<file path="src/rtl/fetch_pkg.sv">
// fetch_pkg: shared state encoding and constants for the instruction fetch controller
package fetch_pkg;

    typedef enum logic [1:0] {
        BOOT  = 2'd0,
        RUN   = 2'd1,
        FAULT = 2'd2
    } state_t;

    localparam int         PC_INC     = 4;
    localparam logic [1:0] FIFO_DEPTH = 2'd2;

endpackage

</file>
<file path="src/rtl/fetch_fifo.sv">
// fetch_fifo: 2-entry synchronous FIFO of {pc, instruction} with flush and simultaneous push+pop
// Ports: clk, reset (sync, active-high); push_i/pop_i/flush_i controls; data_i write word;
//        valid_o head present, full_o two entries held, data_o head word (0 when empty), count_o occupancy.
module fetch_fifo
    import fetch_pkg::*;
#(
    parameter int W = 64
) (
    input  logic         clk,
    input  logic         reset,
    input  logic         push_i,
    input  logic         pop_i,
    input  logic         flush_i,
    input  logic [W-1:0] data_i,
    output logic         valid_o,
    output logic         full_o,
    output logic [W-1:0] data_o,
    output logic [1:0]   count_o
);

    logic [W-1:0] mem_q [2];
    logic [1:0]   count_q, count_d;
    logic         rd_q, rd_d, wr_q, wr_d;

    always_comb begin
        count_d = count_q + 2'(push_i) - 2'(pop_i);
        rd_d    = rd_q ^ pop_i;
        wr_d    = wr_q ^ push_i;
    end

    // flush shares the reset path so a redirect leaves the buffer exactly as after reset
    always_ff @(posedge clk) begin
        if (reset || flush_i) begin
            count_q <= '0;
            rd_q    <= 1'b0;
            wr_q    <= 1'b0;
        end else begin
            count_q <= count_d;
            rd_q    <= rd_d;
            wr_q    <= wr_d;
        end
    end

    always_ff @(posedge clk) begin
        if (push_i && !reset && !flush_i)
            mem_q[wr_q] <= data_i;
    end

    assign valid_o = count_q != 2'd0;
    assign full_o  = count_q == FIFO_DEPTH;
    assign data_o  = valid_o ? mem_q[rd_q] : '0;
    assign count_o = count_q;

endmodule

</file>
<file path="src/rtl/instruction_fetch_controller.sv">
// instruction_fetch_controller: owns the fetch PC, reads the combinational ROM and buffers words for decode
// Ports: clk, reset (sync, active-high); mem_address/mem_instruction ROM interface;
//        redirect_valid/redirect_pc branch-jump target; inst_valid/inst_ready/inst_data/inst_pc decode
//        handshake; fetch_fault sticky out-of-range or misaligned flag.
// Option: define FETCH_BYPASS_EN to hand the ROM word straight to decode when the buffer is empty.
module instruction_fetch_controller
    import fetch_pkg::*;
#(
    parameter int                    DATA_WIDTH   = 32,
    parameter int                    MEMORY_DEPTH = 1024,
    parameter logic [DATA_WIDTH-1:0] RESET_PC     = '0
) (
    input  logic                  clk,
    input  logic                  reset,
    output logic [DATA_WIDTH-1:0] mem_address,
    input  logic [DATA_WIDTH-1:0] mem_instruction,
    input  logic                  redirect_valid,
    input  logic [DATA_WIDTH-1:0] redirect_pc,
    output logic                  inst_valid,
    input  logic                  inst_ready,
    output logic [DATA_WIDTH-1:0] inst_data,
    output logic [DATA_WIDTH-1:0] inst_pc,
    output logic                  fetch_fault
);

    localparam logic [DATA_WIDTH-1:0] PC_LIMIT = DATA_WIDTH'(MEMORY_DEPTH * 4);
    localparam logic [DATA_WIDTH-1:0] PC_STEP  = DATA_WIDTH'(PC_INC);

    state_t                  state_q, state_d;
    logic [DATA_WIDTH-1:0]   fetch_pc_q, fetch_pc_d;
    logic                    in_range, run_ok, push, pop, bypass, advance;
    logic                    fifo_valid, fifo_full;
    logic [2*DATA_WIDTH-1:0] fifo_head;
    logic [1:0]              fifo_count;

    // an overflowed PC wraps to a small value but is caught here only if it is also misaligned
    // or beyond the ROM; a wrapped aligned PC inside the ROM is a legitimate fetch
    assign in_range = fetch_pc_q[1:0] == 2'b00 && fetch_pc_q < PC_LIMIT;
    assign run_ok   = state_q == RUN && in_range && !redirect_valid;
    assign pop      = fifo_valid && inst_ready;

`ifdef FETCH_BYPASS_EN
    assign bypass     = run_ok && !fifo_valid && inst_ready;
    assign inst_valid = fifo_valid || bypass;
    assign inst_data  = bypass ? mem_instruction : fifo_head[DATA_WIDTH-1:0];
    assign inst_pc    = bypass ? fetch_pc_q : fifo_head[2*DATA_WIDTH-1:DATA_WIDTH];
`else
    assign bypass     = 1'b0;
    assign inst_valid = fifo_valid;
    assign inst_data  = fifo_head[DATA_WIDTH-1:0];
    assign inst_pc    = fifo_head[2*DATA_WIDTH-1:DATA_WIDTH];
`endif

    // a full buffer still accepts a word when decode frees the head in the same cycle
    assign push    = run_ok && !bypass && (!fifo_full || pop);
    assign advance = push || bypass;

    always_comb begin
        state_d    = (state_q == BOOT || redirect_valid) ? RUN
                   : (state_q == RUN && !in_range)       ? FAULT
                   : state_q;
        fetch_pc_d = redirect_valid ? redirect_pc
                   : advance        ? fetch_pc_q + PC_STEP
                   : fetch_pc_q;
    end

    always_ff @(posedge clk) begin
        if (reset) begin
            state_q    <= BOOT;
            fetch_pc_q <= RESET_PC;
        end else begin
            state_q    <= state_d;
            fetch_pc_q <= fetch_pc_d;
        end
    end

    fetch_fifo #(.W(2 * DATA_WIDTH)) u_fifo (
        .clk     (clk),
        .reset   (reset),
        .push_i  (push),
        .pop_i   (pop),
        .flush_i (redirect_valid),
        .data_i  ({fetch_pc_q, mem_instruction}),
        .valid_o (fifo_valid),
        .full_o  (fifo_full),
        .data_o  (fifo_head),
        .count_o (fifo_count)
    );

    logic unused_count;
    assign unused_count = ^fifo_count;

    assign mem_address = fetch_pc_q;
    assign fetch_fault = state_q == FAULT;

endmodule

</file>
<file path="config.mk">
export PLATFORM = sky130hd
export DESIGN_NAME = instruction_fetch_controller
export DESIGN_NICKNAME = d
export VERILOG_FILES = /design/src/rtl/fetch_pkg.sv /design/src/rtl/fetch_fifo.sv /design/src/rtl/instruction_fetch_controller.sv
export SDC_FILE = /design/constraint.sdc
export NUM_CORES = 1
export LEC_CHECK = 0
export BUFFER_PORTS_ARGS = -buffer_cell sky130_fd_sc_hd__buf_2
export CAP_MARGIN = 20
export CORE_MARGIN = 5
export CORE_UTILIZATION = 53
export DETAILED_ROUTE_END_ITERATION = 7
export HOLD_SLACK_MARGIN = 0.1
export PLACE_DENSITY = 0.8
export SYNTH_ARGS = -nofsm -noshare
export SYNTH_HDL_FRONTEND = slang
export SYNTH_SLANG_ARGS = --single-unit
</file>
<file path="constraint.sdc">
create_clock -name clk -period 4.9 [get_ports clk]
set_input_delay 0.245 -clock clk [delete_from_list [all_inputs] [get_ports clk]]
set_output_delay 0.245 -clock clk [all_outputs]
set_load 0.03 [all_outputs]
</file>
# After elaboration in Yosys (flattened, before gate mapping)
# Memories as Yosys holds them, arrays and structs flattened. A register that Yosys moved wholly into a read port is not among the register bits.
# Cells that the tools add are included.
# classes
addsub	3
order_cmp	1
n_eq_ne	3
muxes	8
bitwise_logic	2
n_reduce_logical	21
# op_table
op	n
$mux 32	2
$mux 64	1
$add 32x3->32 const B	1
$lt 32x13->1 const B	1
$logic_and 1x1->1	8
$reduce_bool 2->1	3
$mux 1	5
$eq 2x2->1 const B	2
$logic_not 1->1	4
$logic_not 2->1	2
$logic_or 1x1->1	3
$add 2x1->2	1
$eq 2x1->1 const B	1
$reduce_or 2->1	1
$sub 2x1->2	1
$xor 1x1->1	2
# word_totals
regBits	38
ram_bits	128
in_bits	68
out_inout_bits	98
wordCells	45
mem_count	1
# mem_list
name	depth	width	read_ports	rd_ports_with_merged_regs	wr	line_no	source
u_fifo.mem_q	2	64	1	1	1	fetch_fifo.sv:21	logic [W-1:0] mem_q [2];

# Logic depth before layout (Yosys ltp)
# logic_depth
ltp_word	9
depth_mapped	9
depth_no_buf	9

# By module
# From an unflattened synthesis, not the netlist that was laid out.
# hier_totals
hier_cells	457
area_unflattened_um2	6581.3
# by_module_without_submodules
mod	n_inst	cells_per_inst	area_per_inst_um2	seq_area_each_um2
fetch_fifo	1	291	5058.6	3923.8
instruction_fetch_controller	1	166	1522.7	680.7

# Worst setup path after synthesis
# OpenSTA, ideal clock, no wires.
# synth_path
kind	flip-flop to flip-flop
from	register fetch_pc_q[14], in the netlist mem_address[14]
to	memory u_fifo.mem_q[0][0], enable pin
setup_time_ns	0.487
t_arrival_ns	4.149
t_required_ns	4.413
slack_ns	0.264
path_stages_with_launch	7
n_path_buf	1
synth_period_minus_slack_ns	4.636
cell_sequence	dfxtp_1 > nor4_2 > nand4_2 > nor3_4 > buf_4 > nand2_1 > nor2_1
# synth_via
elab_chain_len	9
# synth_rtl
element	line_no	source
start: declaration	instruction_fetch_controller.sv:30	logic [DATA_WIDTH-1:0] fetch_pc_q, fetch_pc_d;
start signal: assignment	instruction_fetch_controller.sv:73	fetch_pc_q <= fetch_pc_d;
$lt 32x13->1	instruction_fetch_controller.sv:38	assign in_range = fetch_pc_q[1:0] == 2'b00 && fetch_pc_q < PC_LIMIT;
$logic_and 1x1->1	instruction_fetch_controller.sv:38	
$logic_and 1x1->1 (2 in a row)	instruction_fetch_controller.sv:39	assign run_ok = state_q == RUN && in_range && !redirect_valid;
$logic_and 1x1->1	instruction_fetch_controller.sv:55	assign push = run_ok && !bypass && (!fifo_full || pop);
$logic_and 1x1->1 (2 in a row)	fetch_fifo.sv:45	if (push_i && !reset && !flush_i)
$mux 1	fetch_fifo.sv:45	
$mux 1 (implied by the code)	fetch_fifo.sv:46	mem_q[wr_q] <= data_i;
end: declaration	fetch_fifo.sv:21	
# Every way passes these cells.

# Final worst setup path
# layout_path
from	register fetch_pc_q[27], in the netlist mem_address[27]
to	memory u_fifo.mem_q[0][36], enable pin
# The elaborated chain is that of the path after synthesis.

==> impl_results.md <==
* Routed Antenna Nets at 0
* Largest net degree at the start of global routing at 66
* CTS hold repair buffers at 53
* Worst slew pin tran at 1030 ps
* # fillers at 807
* Max cap viols at 0
* Commonest non-fill, non-tap cell in the layout: buf_2
* Setup WS post-layout at 1590 ps
* Largest fanout on the critical path at 58
* Cell Int Power at 2.44 mW
* Vias in the first global route at 4545
* Non-filler cells, final at 859
* Synthesized flop and latch total at 166
* Core ar. at 12100 µm²
* Critical path data arrival time at 3350 ps
* Clock Skew at 7.78 ps
* Mapped Area at 6550 µm²
* Worst Setup SP: mem_address[27]
* DP Area at 7520 µm²
* Tmin final at 3310 ps
* Antenna violations before repair at 0
* Final nets at 749
* Final hold violations at 0
* Chip Width at 121 µm
* Total power at 3.10 mW
* Crit. End Element: flop
* Final setup viols at 0
* Comb pwr share at 0.059
* Die area at 14700 µm²
* Placed Cells at 773
* Flop2flop setup slack at 1590 ps
* Final hold slack at 116 ps
* Switch Pwr at 658 µW
* CP Capture Point: u_fifo.mem_q[0][36]
* H-tree Lvls at 4
* CP max stage cell: nor3_4
* Layout cells sized above 1 at 0.307
* Rows at 40
* R2r startpoint: mem_address[27]
* Count of unique library cells instantiated by Yosys at 42
* Clock power share at 0.439
* CTS Buf Count at 17
* CP max stage delay at 790 ps
* Commonest cells after routing, fill and taps aside: 165 x buf_2, 128 x edfxtp_1, 99 x nor2_1, 89 x mux2i_1, 53 x dlygate4sd3_1
* Drt via density at 5.17
* Sequential area share after synthesis at 0.703
* DPL Wire Length at 9280 µm
* Slew margin rel. at 0.312
* GPL Wtd Cong at 0.799
* CTS Sinks at 166
* DR iter-0 viols at 382
* Reg power frac at 0.502
* CTS Buffer Depth at 2
* WL final at 15100 µm
* Detailed Routing Iterations Pass 1 at 4
* Worst Hold Depth at 3
* Initial core utilization at 0.543
* RSZ-0062 raised after global routing: no
* Port Buffers at 165
* Skew-Pair Late Insertion Delay at 420 ps
* Mapped Nets at 532
* YS warnings at 0
* Hold Path Class: in2reg
* Setup CP Type: reg2reg
* Number of synthesized flops with an enable pin at 128
* Post-CTS Setup Inserts at 0
* Pins Over Slew Limit at 0
* CTS tree: yes
* Crit start category: flop
* First-pass GRT wire length at 23500 µm
* Clk pin slew, worst setup/hold paths at 60 ps
* Design area at 8710 µm²
* Worst path required time at 4940 ps
* Pre-CTS setup slack at 1540 ps
* Leak at 3.44 nW
* CP Cell Sequence: nor4_2 > nand4_2 > nor3_4 > nand2_1 > nor2_4 > buf_4
* Avg Cell Area, Syn at 14.2 µm²
* Die H at 121 µm
* GRT Total Usage at 0.208
* Maximum VDD drop at 0.000212 V
* Drc violations at 0
* Fmax at 302 MHz
* Via count at 4439
* Post-cts gate resize count at 0
* FFs w/ async S/R, synth at 0
* Final TNS setup at 0 ps
* # IOs at 166
* PwrDens at 356 nW/µm²
* Top_reg_cell synth: edfxtp_1
* Inserted Diodes at 0
* R2R cell count at 6
* Routed length per instance at 17.6 µm
* Util after Layout at 0.722
* R2r endpoint: u_fifo.mem_q[0][36]
* GRT Residual Overflow at 0
* Layout area overhead at 32.9%
* Root Buffer: clkbuf_16
* Sw Ratio at 0.212
* Status: finished, final reports clean
* Final Cycle Share at 0.675
* Mapped Cells at 461
==> layer usage <==
metal,GRT usage,wire [µm],vias up
li1,-,-,2120
met1,0.262,6320,2136
met2,0.348,7460,161
met3,0.0676,1090,22
met4,0.0595,230,0
met5,0,0,-
==> power groups by stage <==
stage	Sequential, mW	Clock [mW]	Combinational (mW)
global route	1.56	1.45	0.197
CTS	1.56	1.38	0.183
global placement	1.58	0	0.146
finish	1.56	1.36	0.183
floorplan	1.61	0	0.0549
detailed placement	1.59	0	0.150
==> cells by family (layout without fill, tap and decap cells) <==
kind of cell	count (synthesis)	count (layout)	synth area share
xor+xnor	4	4	0.00535
buf+inv	34	264	0.0223
flops	166	166	0.703
simple gates	138	138	0.0957
compound gates	24	24	0.0271
fa+ha+maj	3	3	0.00573
mux	92	92	0.141
==> flip-flops by register name (all words and copies together), names as in the netlist <==
name	count
mem_address	32
state_q	2
u_fifo.count_o	2
u_fifo.mem_q	128
u_fifo.rd_q	1
u_fifo.wr_q	1
==> worst min-delay path by stage <==
stage | slack (ps) | from | to
3_3_place_gp | 440 | mem_instruction[8] | u_fifo.mem_q[1][8]
2_1_floorplan | 340 | mem_instruction[0] | u_fifo.mem_q[0][0]
5_1_grt | 120 | redirect_pc[4] | mem_address[4]
3_5_place_dp | 440 | mem_instruction[19] | u_fifo.mem_q[0][19]
4_1_cts | 100 | redirect_pc[4] | mem_address[4]
6_report | 120 | redirect_pc[29] | mem_address[29]
==> cell usage after synthesis (2+ instances only) <==
| cell | count | area, µm² |
|---|---|---|
| a21oi_1 | 5 | 25.0 |
| a311oi_1 | 2 | 17.5 |
| a31oi_1 | 2 | 12.5 |
| a32oi_1 | 3 | 26.3 |
| and2_1 | 3 | 18.8 |
| and3_1 | 2 | 12.5 |
| and4_1 | 2 | 17.5 |
| buf_1 | 4 | 15.0 |
| buf_2 | 6 | 30.0 |
| clkbuf_1 | 12 | 45.0 |
| dfxtp_1 | 38 | 761 |
| edfxtp_1 | 128 | 3840 |
| ha_1 | 3 | 37.5 |
| inv_1 | 10 | 37.5 |
| mux2_1 | 3 | 33.8 |
| mux2i_1 | 89 | 891 |
| nand2_1 | 11 | 41.3 |
| nand2b_1 | 2 | 12.5 |
| nand3_1 | 2 | 10.0 |
| nand4_1 | 3 | 18.8 |
| nor2_1 | 101 | 379 |
| nor2b_1 | 2 | 12.5 |
| nor4_1 | 2 | 12.5 |
| nor4_2 | 4 | 50.1 |
| o21ai_0 | 2 | 10.0 |
| o2bb2ai_1 | 2 | 17.5 |
| xnor2_1 | 3 | 26.3 |
==> final cells by class <==
cell class              instances  area [µm²]  share of cell area
clock buffers                  21         526              0.0603
clock inverters                11         103              0.0118
inverters                      10        37.5             0.00431
multi-input cells             261        1820               0.209
flip-flops and latches        166        4610               0.529
well taps                     168         210              0.0241
repair buffers                222        1410               0.161
==> critical path, delay by kind of cell, from the launching register on <==
family / cells / cell delay (ps)
buffers and inverters: 1 / 650
flip-flops: 1 / 340
AND/OR/NAND/NOR: 5 / 1880
Power figures use the tool's default switching activity.
